### config.mk
export PLATFORM = sky130hd
export DESIGN_NAME = sub_bytes_engine
export DESIGN_NICKNAME = d
export VERILOG_FILES = /design/src/rtl/sub_bytes_engine.sv
export SDC_FILE = /design/constraint.sdc
export NUM_CORES = 1
export LEC_CHECK = 0
export CORE_ASPECT_RATIO = 1.75
export CORE_MARGIN = 2
export CORE_UTILIZATION = 35
export CTS_CLUSTER_DIAMETER = 100
export DETAILED_ROUTE_END_ITERATION = 16
export MAX_ROUTING_LAYER = met4
export PLACE_DENSITY = 0.56
export SYNTH_ARGS = -nofsm -noshare
export SYNTH_HDL_FRONTEND = slang
export SYNTH_SLANG_ARGS = --single-unit
### constraint.sdc
create_clock -name clk -period 5.13 [get_ports clk]
set_input_delay 1.026 -clock clk [delete_from_list [all_inputs] [get_ports clk]]
set_output_delay 1.026 -clock clk [all_outputs]
set_load 0.05 [all_outputs]
### src/rtl/sub_bytes_engine.sv
// Purpose : AES SubBytes on an NBYTES-byte word, LANES S-box lookups per cycle.
// Latency : NBYTES/LANES cycles from accept to out_valid (1 when LANES == NBYTES).
// Backpressure: result held in DONE until out_ready; in_ready = IDLE | (DONE & out_ready).
//
// Ports:
//    clk, rst              rising-edge clock, asynchronous active-high reset
//    in_valid/in_ready     input word handshake, in_data = 8*NBYTES-bit word
//    out_valid/out_ready   result handshake, out_data = registered result word
//    abort                 synchronous cancel, wins over every handshake
//    inv                   inverse S-box select, latched at accept (SUBBYTES_INV_EN only)
// Build option: define SUBBYTES_INV_EN to add port inv and the inverse S-box table.
// Legal parameters: NBYTES in {4, 16}; LANES must divide NBYTES.

module sub_bytes_engine #(
   parameter int NBYTES = 4,
   parameter int LANES  = 1
) (
   input  logic                clk,
   input  logic                rst,
   input  logic                in_valid,
   output logic                in_ready,
   input  logic [8*NBYTES-1:0] in_data,
   output logic                out_valid,
   input  logic                out_ready,
   output logic [8*NBYTES-1:0] out_data,
   input  logic                abort
`ifdef SUBBYTES_INV_EN
   ,
   input  logic                inv
`endif
);

   localparam int BEATS = NBYTES / LANES;
   localparam int CW    = (BEATS > 1) ? $clog2(BEATS) : 1;
   localparam int GW    = 8 * LANES;
   localparam logic [CW-1:0] LAST = CW'(BEATS - 1);

   // Forward S-box, entry 0x00 in the most significant byte.
   localparam logic [2047:0] SBOX = {
      128'h637c777bf26b6fc53001672bfed7ab76,
      128'hca82c97dfa5947f0add4a2af9ca472c0,
      128'hb7fd9326363ff7cc34a5e5f171d83115,
      128'h04c723c31896059a071280e2eb27b275,
      128'h09832c1a1b6e5aa0523bd6b329e32f84,
      128'h53d100ed20fcb15b6acbbe394a4c58cf,
      128'hd0efaafb434d338545f9027f503c9fa8,
      128'h51a3408f929d38f5bcb6da2110fff3d2,
      128'hcd0c13ec5f974417c4a77e3d645d1973,
      128'h60814fdc222a908846eeb814de5e0bdb,
      128'he0323a0a4906245cc2d3ac629195e479,
      128'he7c8376d8dd54ea96c56f4ea657aae08,
      128'hba78252e1ca6b4c6e8dd741f4bbd8b8a,
      128'h703eb5664803f60e613557b986c11d9e,
      128'he1f8981169d98e949b1e87e9ce5528df,
      128'h8ca1890dbfe6426841992d0fb054bb16
   };

   function automatic logic [7:0] f_sbox(input logic [7:0] b);
      return SBOX[8*(255 - int'(b)) +: 8];
   endfunction

`ifdef SUBBYTES_INV_EN
   localparam logic [2047:0] INV_SBOX = {
      128'h52096ad53036a538bf40a39e81f3d7fb,
      128'h7ce339829b2fff87348e4344c4dee9cb,
      128'h547b9432a6c2233dee4c950b42fac34e,
      128'h082ea16628d924b2765ba2496d8bd125,
      128'h72f8f66486689816d4a45ccc5d65b692,
      128'h6c704850fdedb9da5e154657a78d9d84,
      128'h90d8ab008cbcd30af7e45805b8b34506,
      128'hd02c1e8fca3f0f02c1afbd0301138a6b,
      128'h3a9111414f67dcea97f2cfcef0b4e673,
      128'h96ac7422e7ad3585e2f937e81c75df6e,
      128'h47f11a711d29c5896fb7620eaa18be1b,
      128'hfc563e4bc6d279209adbc0fe78cd5af4,
      128'h1fdda8338807c731b11210592780ec5f,
      128'h60517fa919b54a0d2de57a9f93c99cef,
      128'ha0e03b4dae2af5b0c8ebbb3c83539961,
      128'h172b047eba77d626e169146355210c7d
   };

   function automatic logic [7:0] f_inv_sbox(input logic [7:0] b);
      return INV_SBOX[8*(255 - int'(b)) +: 8];
   endfunction
`endif

   typedef enum logic [1:0] {IDLE, BUSY, DONE} state_t;

   state_t                r_state;
   state_t                w_next_state;
   logic [CW-1:0]         r_cnt;
   logic [8*NBYTES-1:0]   r_word;
   logic [8*NBYTES-1:0]   r_out;
   logic                  w_accept;
   logic                  w_last;
   int                    w_lsb;
   logic [GW-1:0]         w_grp_in;
   logic [GW-1:0]         w_grp_out;
`ifdef SUBBYTES_INV_EN
   logic                  r_inv;
`endif

   assign w_accept = in_valid & in_ready;
   assign w_last   = (r_cnt == LAST);
   assign out_data = r_out;

   // ---------------- FSM: state register ----------------
   always_ff @(posedge clk or posedge rst) begin
      if (rst) begin
         r_state <= IDLE;
      end else begin
         r_state <= w_next_state;
      end
   end

   // ---------------- FSM: next state ----------------
   always_comb begin
      w_next_state = r_state;
      if (abort) begin
         w_next_state = IDLE;
      end else begin
         case (r_state)
            IDLE: if (w_accept) w_next_state = BUSY;
            BUSY: if (w_last) w_next_state = DONE;
            DONE: begin
               // Output handshake; a simultaneous accept chains straight into BUSY.
               if (out_ready) w_next_state = w_accept ? BUSY : IDLE;
            end
            default: w_next_state = IDLE;
         endcase
      end
   end

   // ---------------- FSM: outputs ----------------
   // in_ready is a function of state and out_ready only, never of in_valid.
   always_comb begin
      in_ready  = 1'b0;
      out_valid = 1'b0;
      case (r_state)
         IDLE: in_ready = 1'b1;
         DONE: begin
            in_ready  = out_ready;
            out_valid = 1'b1;
         end
         default: ;
      endcase
   end

   // ---------------- datapath ----------------
   // Beat r_cnt works on byte group r_cnt counted from the most significant end.
   always_comb begin
      w_lsb     = 8*NBYTES - GW*(int'(r_cnt) + 1);
      w_grp_in  = r_word[w_lsb +: GW];
      w_grp_out = '0;
      for (int l = 0; l < LANES; l++) begin
`ifdef SUBBYTES_INV_EN
         w_grp_out[8*l +: 8] = r_inv ? f_inv_sbox(w_grp_in[8*l +: 8])
                                     : f_sbox(w_grp_in[8*l +: 8]);
`else
         w_grp_out[8*l +: 8] = f_sbox(w_grp_in[8*l +: 8]);
`endif
      end
   end

   always_ff @(posedge clk or posedge rst) begin
      if (rst) begin
         r_cnt  <= '0;
         r_word <= '0;
         r_out  <= '0;
`ifdef SUBBYTES_INV_EN
         r_inv  <= 1'b0;
`endif
      end else if (abort) begin
         r_cnt <= '0;
      end else if (w_accept) begin
         // in_ready is low in BUSY, so an accept never collides with a beat.
         r_word <= in_data;
         r_cnt  <= '0;
`ifdef SUBBYTES_INV_EN
         r_inv  <= inv;
`endif
      end else if (r_state == BUSY) begin
         r_out[w_lsb +: GW] <= w_grp_out;
         r_cnt              <= w_last ? '0 : r_cnt + CW'(1);
      end
   end

endmodule

==> results by group, run 1 <==
Setup path
  – Critical Path RT: 5.33 ns
  – Worst R2R Path Depth: 13
  – Worst-path fanout max: 21
  – CP delay by family, top: compound AO/OA/AOI/OAI gates
  – Worst path depth: 13
  – Critical Path AT: 4.99 ns
  – Critical Path Source: r_cnt[1]
  – CP endpoint: out_data[17]
  – Crit-path slowest cell: ha_1
  – CP Cell Sequence: inv_1 -> ha_1 -> mux4_2 -> buf_4 -> buf_4 -> ha_1 -> inv_1 -> nand2_1 -> a21oi_1 -> o41ai_1 -> nor3_1 -> a22oi_4 -> o21ai_1
  – Worst r2r src: r_cnt[1]
  – Crit Reg-Reg Endpoint: out_data[17]
  – Flop2flop setup slack: 0.33 ns
  – WP buf/inv: 4
  – Slowest cell delay on critical path: 0.73 ns
  – Critical path class: register to register
  – Critical path capture point type: register
  – Worst Setup Start Kind: register

Global route
  – First-pass GRT wire length: 51.5 mm
  – Total track usage: 37.4%
  – Vias in the first global route: 7329
  – Total gr overflow: 0
  – Initial antenna violation count: 0
  – Largest net degree at the start of global routing: 69

Die
  – Row cnt: 65
  – Initial Utilization: 35.8%
  – DIE HEIGHT: 184 um
  – DIE WIDTH: 107 um
  – Num ports: 71
  – Core box area: 18100 um^2
  – Die area: 19700 um^2

Drt
  – Routed wire length: 35.8 mm
  – Vias per cell: 7.10
  – Final antenna-violating net count: 0
  – 1st-pass router iterations: 6
  – Remaining DRCs: 0
  – Wire per inst: 34.1 um
  – Vias: 7445
  – DRT iter0 DRCs: 1127

Final layout
  – Share of layout cells above drive strength 1: 14.8%
  – Final core utilization: 42.4%
  – Finished Layout Cells: 1049
  – P&R area growth vs syn: 18.3%
  – Inserted Diodes: 0
  – Fillers: 1797
  – Nets: 866
  – Final Cell Area: 7680 um^2

Logic synthesis
  – Register area share after synthesis: 26.2%
  – YS warnings: 0
  – Post-synth EDFFs: 0
  – Mapped Area: 6490 um^2
  – Syn Nets: 828
  – Largest cells by area after synthesis: dfrtp_1 26%, mux2_2 6.8%, nand2_1 4.5%, ha_1 3.7%, a21oi_1 2.9%
  – Ys flop type: dfrtp_1
  – Area leader, netlist: dfrtp_1
  – Yosys cell types: 86
  – Yosys reg bits: 68
  – Mapped Cells: 772
  – Async SR Flop Fraction: 100%
  – Yosys top cell area share: 26.2%
  – Syn avg cell area: 8.41 um^2

STA
  – Final Cycle Share: 93.5%
  – Hold WS: 0.504 ns
  – Fmax: 209 MHz
  – Worst Max-Slew Pin Slew: 1.26 ns
  – Final setup viols: 0
  – Slew Viols, Final: 0
  – RSZ-0062 raised after global routing: no
  – Clk_skew: 0.00927 ns
  – Worst Setup Slack, final: 0.334 ns
  – Hold Violations, Final: 0
  – Final TNS setup: 0 ns
  – Crit path time final: 4.80 ns
  – Max_slew headroom: 15.8%

Hold path
  – Hold WC Path Type: register to register

Clock network
  – Postcts setup bufs: 0
  – CTS Buffer Depth: 2
  – CTS tree: built
  – Clk_lat worst skew: 0.33 ns
  – Sink Count: 68
  – Worst-path clk slew: 0.06 ns
  – Cts-stage hold buffer count: 0
  – Number of H-tree levels: 3
  – Cts repair resizes: 0
  – Total CTS buffers: 9
  – Clk root buf: clkbuf_16

Placed design
  – DP Worst Slack: 0.582 ns
  – I/O Buffers: 70
  – Placer Congestion: 1.12
  – DP Area: 7390 um^2
  – Cells after DPL: 1033
  – DP HPWL: 26.2 mm

Pwr
  – P per Cell Area: 547 nW/um^2
  – Maximum vdd ir drop: 541 uV
  – Final total power: 4.20 mW
  – Leak: 2.91 nW

Run status
  – Outcome: completed

Run
  – Max Cap Viol: 0
==> worst min-delay path: cells and delay by family (launching register included) <==
| family | cells | cell delay (ns) |
|---|---|---|
| DFF | 1 | 0.35 |
| and+or+nand+nor | 1 | 0.05 |
| AOI/OAI and AO/OA | 1 | 0.06 |
==> layout make-up <==
| class | instances | area, um^2 | share of cell area [%] |
|---|---|---|---|
| multi-input cells | 611 | 4350 | 56.7 |
| flip-flops and latches | 68 | 1700 | 22.2 |
| repair buffers | 105 | 988 | 12.9 |
| well taps | 234 | 293 | 3.81 |
| clock buffers | 13 | 270 | 3.52 |
| inverters | 15 | 56.3 | 0.733 |
| clock inverters | 3 | 20.0 | 0.261 |
==> sequential cells by signal (all words and copies together), names as in the netlist <==
register	cells
r_state	2
r_cnt	2
r_word	32
out_data	32
==> synthesized netlist by cell type, types with 6 or more instances <==
cell / number
mux4_2: 8
dfrtp_1: 68
nor3_1: 16
mux2i_1: 17
inv_1: 14
buf_6: 6
a221oi_1: 7
o21ai_0: 30
ha_1: 19
o22ai_1: 15
a32oi_1: 6
clkbuf_1: 32
nor2b_1: 16
mux2_2: 39
a31oi_1: 10
o211ai_1: 15
buf_2: 29
and2_1: 13
or3_1: 8
nand2_1: 77
a211oi_1: 11
a21oi_1: 37
o31ai_1: 10
a311oi_1: 14
buf_1: 6
nand2b_1: 20
a21o_1: 7
nor2_1: 38
o21ai_1: 27
o311ai_0: 6
nand3_1: 22
a22o_1: 11
o221ai_1: 14
==> cell families (layout without fill, tap and decap cells) <==
logic type      after synthesis  after routing  share of synthesized area, %
simple gates                244            244                          18.8
fa+ha+maj                    19             19                          3.66
flops                        68             68                          26.2
mux                          65             65                          12.4
xor+xnor                      2              2                         0.270
compound gates              281            281                          31.7
buf+inv                      93            136                          6.92
==> where the power goes <==
group	switching [mW]	internal, mW
sequential	0.0673	0.622
combinational	2.05	0.873
clock	0.223	0.366
==> how the worst min path moves through the flow <==
stage	startpoint	endpoint	slack [ns]	cells after the start
2_1_floorplan	r_word[6]	r_word[6]	0.47	1
5_1_grt	r_word[0]	r_word[0]	0.53	1
3_3_place_gp	out_data[18]	out_data[18]	0.48	2
4_1_cts	r_word[8]	r_word[8]	0.50	1
3_5_place_dp	out_data[26]	out_data[26]	0.48	2
6_report	out_data[5]	out_data[5]	0.50	2
==> per-layer routing <==
layer / wire (um) / GRT usage, %
met5: 0 / -
met4: 3550 / 28.3
met3: 3110 / 5.94
met2: 17600 / 62.0
met1: 11600 / 39.6
==> cells in the final DEF (no fill, tap or decap), drive strengths merged, types with 14 or more instances in the layout <==
cell type      count
clkdlybuf4s50     70
nor3              16
o22ai             15
o221ai            14
buf               35
o211ai            16
mux2i             18
a311oi            17
inv               15
ha                19
o21ai             57
nor2b             16
mux2              39
a21oi             37
nand2b            20
nor2              39
nand2             78
dfrtp             68
nand3             22
Power figures use the tool's default switching activity.
==> run 2: changes to the inputs <==
CELL_PAD_IN_SITES_DETAIL_PLACEMENT = 0   (was unset)
CELL_PAD_IN_SITES_GLOBAL_PLACEMENT = 1   (was unset)
CTS_BUF_LIST = sky130_fd_sc_hd__clkbuf_16   (was unset)
PLACE_DENSITY = 0.7   (was 0.56)
==> run 2 against run 1 <==
Against the previous run: worst setup slack worse by 0.20 ns; flip-flop and latch count unchanged; clock power down 11%; sequential share of layout area up 0.19 points; power down 2.8%; global-route usage down 1.6 points; sequential power down 0.7%; first-iteration DRC count down 36%; clock-buffer cell count down 4; combinational power down 2%; critical path depth down 2.
==> results by group, run 2 (synthesis gave the netlist of run 1 again) <==
Run status
  – Outcome: completed

Setup path
  – Critical path capture point type: register
  – WP buf/inv: 2 (-2)
  – Worst-path fanout max: 23 (+9.5%)
  – Crit-path slowest cell: o41ai_1
  – Critical Path RT: 5.33 ns (about the same)
  – Worst Setup Start Kind: register
  – CP delay by family, top: compound AO/OA/AOI/OAI gates
  – CP Cell Sequence: inv_1 -> ha_1 -> mux4_2 -> inv_1 -> ha_1 -> nor2b_1 -> nor3b_1 -> o41ai_1 -> nor3_1 -> a22oi_4 -> o21ai_1
  – Critical Path AT: 5.19 ns (+0.20 ns)
  – Slowest cell delay on critical path: 1.06 ns (+0.33 ns)
  – Critical path class: register to register

Global route
  – Total track usage: 35.8% (-1.6 points)
  – First-pass GRT wire length: 49.5 mm (-3.9%)
  – Initial antenna violation count: 1 (+1)
  – Total gr overflow: 0 (unchanged)
  – Vias in the first global route: 7179 (-2.0%)
  – Largest net degree at the start of global routing: 63 (-8.7%)

Clock network
  – Total CTS buffers: 9 (unchanged)
  – Worst-path clk slew: 0.05 ns (about the same)
  – CTS tree: built
  – CTS Buffer Depth: 2 (unchanged)
  – Cts repair resizes: 0 (unchanged)
  – Clk root buf: clkbuf_16
  – Clk_lat worst skew: 0.33 ns (about the same)
  – Number of H-tree levels: 3 (unchanged)
  – Postcts setup bufs: 0 (unchanged)
  – Sink Count: 68 (unchanged)
  – Cts-stage hold buffer count: 0 (unchanged)

Drt
  – 1st-pass router iterations: 8 (+2)
  – Wire per inst: 32.5 um (-4.7%)
  – Final antenna-violating net count: 0 (unchanged)
  – Vias per cell: 6.91 (-2.6%)
  – DRT iter0 DRCs: 716 (-36%)
  – Vias: 7211 (-3.1%)
  – Routed wire length: 33.9 mm (-5.2%)
  – Remaining DRCs: 0 (unchanged)

STA
  – Crit path time final: 4.99 ns (+0.196 ns)
  – Final Cycle Share: 97.3% (+3.8 points)
  – Max_slew headroom: 10.1% (-5.7 points)
  – Final TNS setup: 0 ns (unchanged)
  – RSZ-0062 raised after global routing: no
  – Worst Max-Slew Pin Slew: 1.33 ns (+0.0678 ns)
  – Final setup viols: 0 (unchanged)
  – Fmax: 200 MHz (-3.9%)
  – Clk_skew: 0.00695 ns (-0.00232 ns)
  – Slew Viols, Final: 0 (unchanged)
  – Hold Violations, Final: 0 (unchanged)

Final layout
  – Inserted Diodes: 0 (unchanged)
  – Nets: 862 (-0.46%)
  – Most frequent cells in the layout: 77 x nand2_1, 70 x clkdlybuf4s50_1, 68 x dfrtp_1
  – Fillers: 1865 (+3.8%)
  – Commonest non-fill, non-tap cell in the layout: nand2_1
  – Share of layout cells above drive strength 1: 14.1% (-0.76 points)
  – Finished Layout Cells: 1043 (-0.57%)
  – P&R area growth vs syn: 17.3%

Placed design
  – Placer Congestion: 1.12 (-0.23%)
  – I/O Buffers: 70 (unchanged)
  – Cells after DPL: 1029 (-0.39%)
  – DP HPWL: 24.7 mm (-5.5%)

Die
  – Initial Utilization: 35.8% (unchanged)
  – Core box area: 18100 um^2 (unchanged)
  – Row cnt: 65 (unchanged)
  – Die area: 19700 um^2 (unchanged)
  – Num ports: 71 (unchanged)
  – DIE HEIGHT: 184 um (unchanged)
  – DIE WIDTH: 107 um (unchanged)

Pwr
  – Maximum vdd ir drop: 298 uV (-45%)
  – P per Cell Area: 536 nW/um^2 (-2.0%)
  – Leak: 2.88 nW (-1.0%)

Run
  – Max Cap Viol: 0 (unchanged)

Hold path
  – Hold WC Path Type: register to register
==> run 2: cell types whose count changed in the layout (fill, tap and decap cells not counted) <==
| cell | previous run | this run |
|---|---|---|
| clkbuf_1 | 1 | 0 |
| inv_1 | 13 | 15 |
| clkinv_1 | 0 | 1 |
| o32ai_2 | 0 | 1 |
| clkinvlp_4 | 2 | 1 |
| clkbuf_8 | 3 | 0 |
| buf_4 | 33 | 29 |
| o32ai_1 | 2 | 1 |
==> run 2: area by class of cell <==
type	instances	area, um^2	share of cell area [%]
Multi-Input combinational cell	611	4360	57.2
Sequential cell	68	1700	22.3
Timing Repair Buffer	101	958	12.6
Tap cell	234	293	3.84
Clock buffer	9	225	2.96
Inverter	15	56.3	0.739
Clock inverter	5	23.8	0.312
==> run 2: worst min-delay path: cells and delay by family (launching register included) <==
kind	cells	cell delay, ns
compound gates	1	0.06
flops	1	0.34
simple gates	1	0.05
==> run 2: power breakdown <==
part	switching, mW	internal (mW)	leakage [nW]
registers	0.0628	0.622	0.867
clock network	0.211	0.315	0.127
logic	2.01	0.861	1.89
==> run 2: path summary, 6_finish.rpt <==
check	startpoint	endpoint	slack, ns	cells past startpoint
min reg2reg	out_data[13]	out_data[13]	0.48	2
max in group asynchronous	rst	out_data[25]	3.08	3
max	r_cnt[1]	out_data[9]	0.14	11
max reg2reg	r_cnt[1]	out_data[9]	0.14	11
min	out_data[13]	out_data[13]	0.48	2
min in group asynchronous	rst	r_word[15]	1.11	2
==> run 2: per-layer routing <==
metal	global-route usage (%)	vias up	share of wire, %
met5	-	-	0
met4	28.8	0	10
met3	7.00	186	8.6
met2	59.0	515	49
met1	36.6	3477	33
li1	-	3033	-
==> run 2: per-stage QoR <==
| step | utilization [%] | hold slack [ns] | cell area, um^2 | power [mW] | setup slack, ns |
|---|---|---|---|---|---|
| floorplan | - | 0.474 | 6490 | 2.39 | 1.12 |
| global placement | 40.6 | 0.479 | 7360 | 3.44 | 0.710 |
| detailed placement | 40.6 | 0.476 | 7360 | 3.39 | 0.676 |
| CTS | 42.0 | 0.487 | 7610 | 3.92 | 0.627 |
| global route | 42.0 | 0.506 | 7620 | 4.19 | 0.182 |
| finish | 42.0 | 0.483 | 7620 | 4.08 | 0.138 |
==> run 3: changes to the inputs <==
SLEW_MARGIN = 20   (was unset)
==> run 3 against run 2 <==
Against the previous run: clock skew barely moved; register-to-register slack better by 0.35 ns; highest routed layer unchanged; clock-buffer cell count is the same; largest power group unchanged; first-iteration DRC count increased by 2.1%; critical path depth rose by 1.
==> results by group, run 3 (synthesis gave the netlist of run 1 again) <==
Pwr
  – Final total power: 4.08 mW (-0.13%)
  – P per Cell Area: 534 nW/um^2 (-0.33%)
  – Combinational share of power: 70.4% (about the same)
  – Switching Share: 55.8% (-0.18 points)
  – Leak: 2.89 nW (+0.32%)
  – Cell internal pwr: 1.80 mW (+0.27%)
  – Clock network fraction of total power: 12.8% (about the same)
  – Sequential fraction of design power: 16.8% (about the same)
  – Net Sw Power: 2.27 mW (-0.45%)
  – Maximum vdd ir drop: 298 uV (about the same)

Final layout
  – Nets: 863 (+0.12%)
  – Fillers: 1870 (+0.27%)
  – Share of layout cells above drive strength 1: 14.3% (+0.23 points)
  – Most frequent cells in the layout: 77 x nand2_1, 70 x clkdlybuf4s50_1, 68 x dfrtp_1
  – Inserted Diodes: 0 (unchanged)
  – P&R area growth vs syn: 17.6%
  – Commonest non-fill, non-tap cell in the layout: nand2_1

Clock network
  – Worst-path clk slew: 0.05 ns (about the same)
  – Cts repair resizes: 0 (unchanged)
  – Clk_lat worst skew: 0.32 ns (about the same)
  – Clk root buf: clkbuf_16
  – CTS Buffer Depth: 2 (unchanged)
  – Sink Count: 68 (unchanged)
  – Cts-stage hold buffer count: 0 (unchanged)
  – Number of H-tree levels: 3 (unchanged)
  – Postcts setup bufs: 0 (unchanged)
  – Total CTS buffers: 9 (unchanged)
  – CTS tree: built

Placed design
  – I/O Buffers: 70 (unchanged)
  – DP HPWL: 24.7 mm (unchanged)
  – DP Worst Slack: 0.676 ns (unchanged)
  – Placer Congestion: 1.12 (unchanged)

Setup path
  – Critical path capture point type: register
  – Flop2flop setup slack: 0.49 ns (+0.35 ns)
  – Critical Path RT: 5.37 ns (+0.04 ns)
  – Critical Path AT: 4.88 ns (-0.31 ns)
  – Worst Setup Start Kind: register
  – Worst-path fanout max: 23 (unchanged)
  – Critical Path Source: r_cnt[1]
  – Worst r2r src: r_cnt[1]
  – Critical path class: register to register
  – Worst R2R Path Depth: 12 (+1)

STA
  – Worst Max-Slew Pin Slew: 1.02 ns (-0.308 ns)
  – Clk_skew: 0.00744 ns (+0.000488 ns)
  – RSZ-0062 raised after global routing: no
  – Final setup viols: 0 (unchanged)
  – Max_slew headroom: 31.6% (+22 points)
  – Hold WS: 0.480 ns (-0.00256 ns)
  – Slew Viols, Final: 0 (unchanged)
  – Worst Setup Slack, final: 0.489 ns (+0.351 ns)
  – Final Cycle Share: 90.5% (-6.8 points)
  – Hold Violations, Final: 0 (unchanged)
  – Fmax: 215 MHz (+7.6%)
  – Final TNS setup: 0 ns (unchanged)
  – Crit path time final: 4.64 ns (-0.351 ns)

Die
  – Row cnt: 65 (unchanged)
  – Core box area: 18100 um^2 (unchanged)
  – DIE WIDTH: 107 um (unchanged)
  – Initial Utilization: 35.8% (unchanged)
  – DIE HEIGHT: 184 um (unchanged)
  – Num ports: 71 (unchanged)
  – Die area: 19700 um^2 (unchanged)

Drt
  – Vias per cell: 6.92 (about the same)
  – Final antenna-violating net count: 0 (unchanged)
  – DRT iter0 DRCs: 731 (+2.1%)
  – 1st-pass router iterations: 6 (-2)
  – Wire per inst: 32.2 um (-1.1%)
  – Vias: 7221 (+0.14%)
  – Remaining DRCs: 0 (unchanged)
  – Routed wire length: 33.6 mm (-0.96%)

Run status
  – Outcome: completed

Global route
  – Largest net degree at the start of global routing: 63 (unchanged)
  – Initial antenna violation count: 1 (unchanged)
  – First-pass GRT wire length: 49.5 mm (unchanged)
  – Total gr overflow: 0 (unchanged)
  – Total track usage: 35.8% (unchanged)
  – Vias in the first global route: 7179 (unchanged)

Run
  – Max Cap Viol: 0 (unchanged)

Hold path
  – WHS Path Cells: 2 (unchanged)
  – HP Start: out_data[13]
  – Hold WC Path Type: register to register
## run 3: cell count changes in the layout (fill, tap and decap cells not counted), sizes merged
cell,before,now
buf,31,32
## run 3: worst paths after layout
| path | endpoint |
|---|---|
| min in group asynchronous | r_word[15] |
| max in group asynchronous | out_data[25] |
| worst min register to register | out_data[13] |
| worst max register to register | out_data[21] |
| worst max-delay path | out_data[21] |
| worst min-delay path | out_data[13] |
## run 3: metrics by stage
stage | util [%] | cells | area, um^2
6_report | 42.1 | 1044 | 7630
5_1_grt | 42.1 | 1044 | 7630
4_1_cts | 42.0 | 1043 | 7610
3_5_place_dp | 40.6 | 1029 | 7360
3_3_place_gp | 40.6 | 1029 | 7360
2_1_floorplan | - | 772 | 6490
## run 3: layout make-up
class	count	area (um^2)	area share (%)
Timing Repair Buffer	102	966	12.7
Multi-Input combinational cell	611	4370	57.2
Clock inverter	5	23.8	0.311
Inverter	15	56.3	0.738
Sequential cell	68	1700	22.3
Clock buffer	9	225	2.95
Tap cell	234	293	3.84
## run 3: layer usage
layer	share of wire [%]	vias up	global-route usage (%)
met5	0	-	-
met1	32	3456	36.6
met3	8.5	208	7.00
met2	48	523	59.0
li1	-	3034	-
met4	11	0	28.8
## run 3: worst max-delay path: stages (launching register included)
cell and delay (ns):
dfrtp_1 0.41, inv_1 0.08, ha_1 0.49, mux4_2 0.61, inv_1 0.38, ha_1 0.27
inv_1 0.13, nor2_1 0.62, o21ai_0 0.20, a211oi_1 0.54, o21ai_1 0.22, a22o_1 0.40
o21ai_1 0.19
## run 3: power by group through the flow
| stage | Combinational (mW) | Clock (mW) | Sequential, mW |
|---|---|---|---|
| after floorplan | 1.60 | 0 | 0.790 |
| after global placement | 2.75 | 0 | 0.691 |
| after detailed placement | 2.69 | 0 | 0.695 |
| after CTS | 2.70 | 0.537 | 0.686 |
| after global routing | 2.94 | 0.555 | 0.694 |
| final | 2.87 | 0.521 | 0.685 |
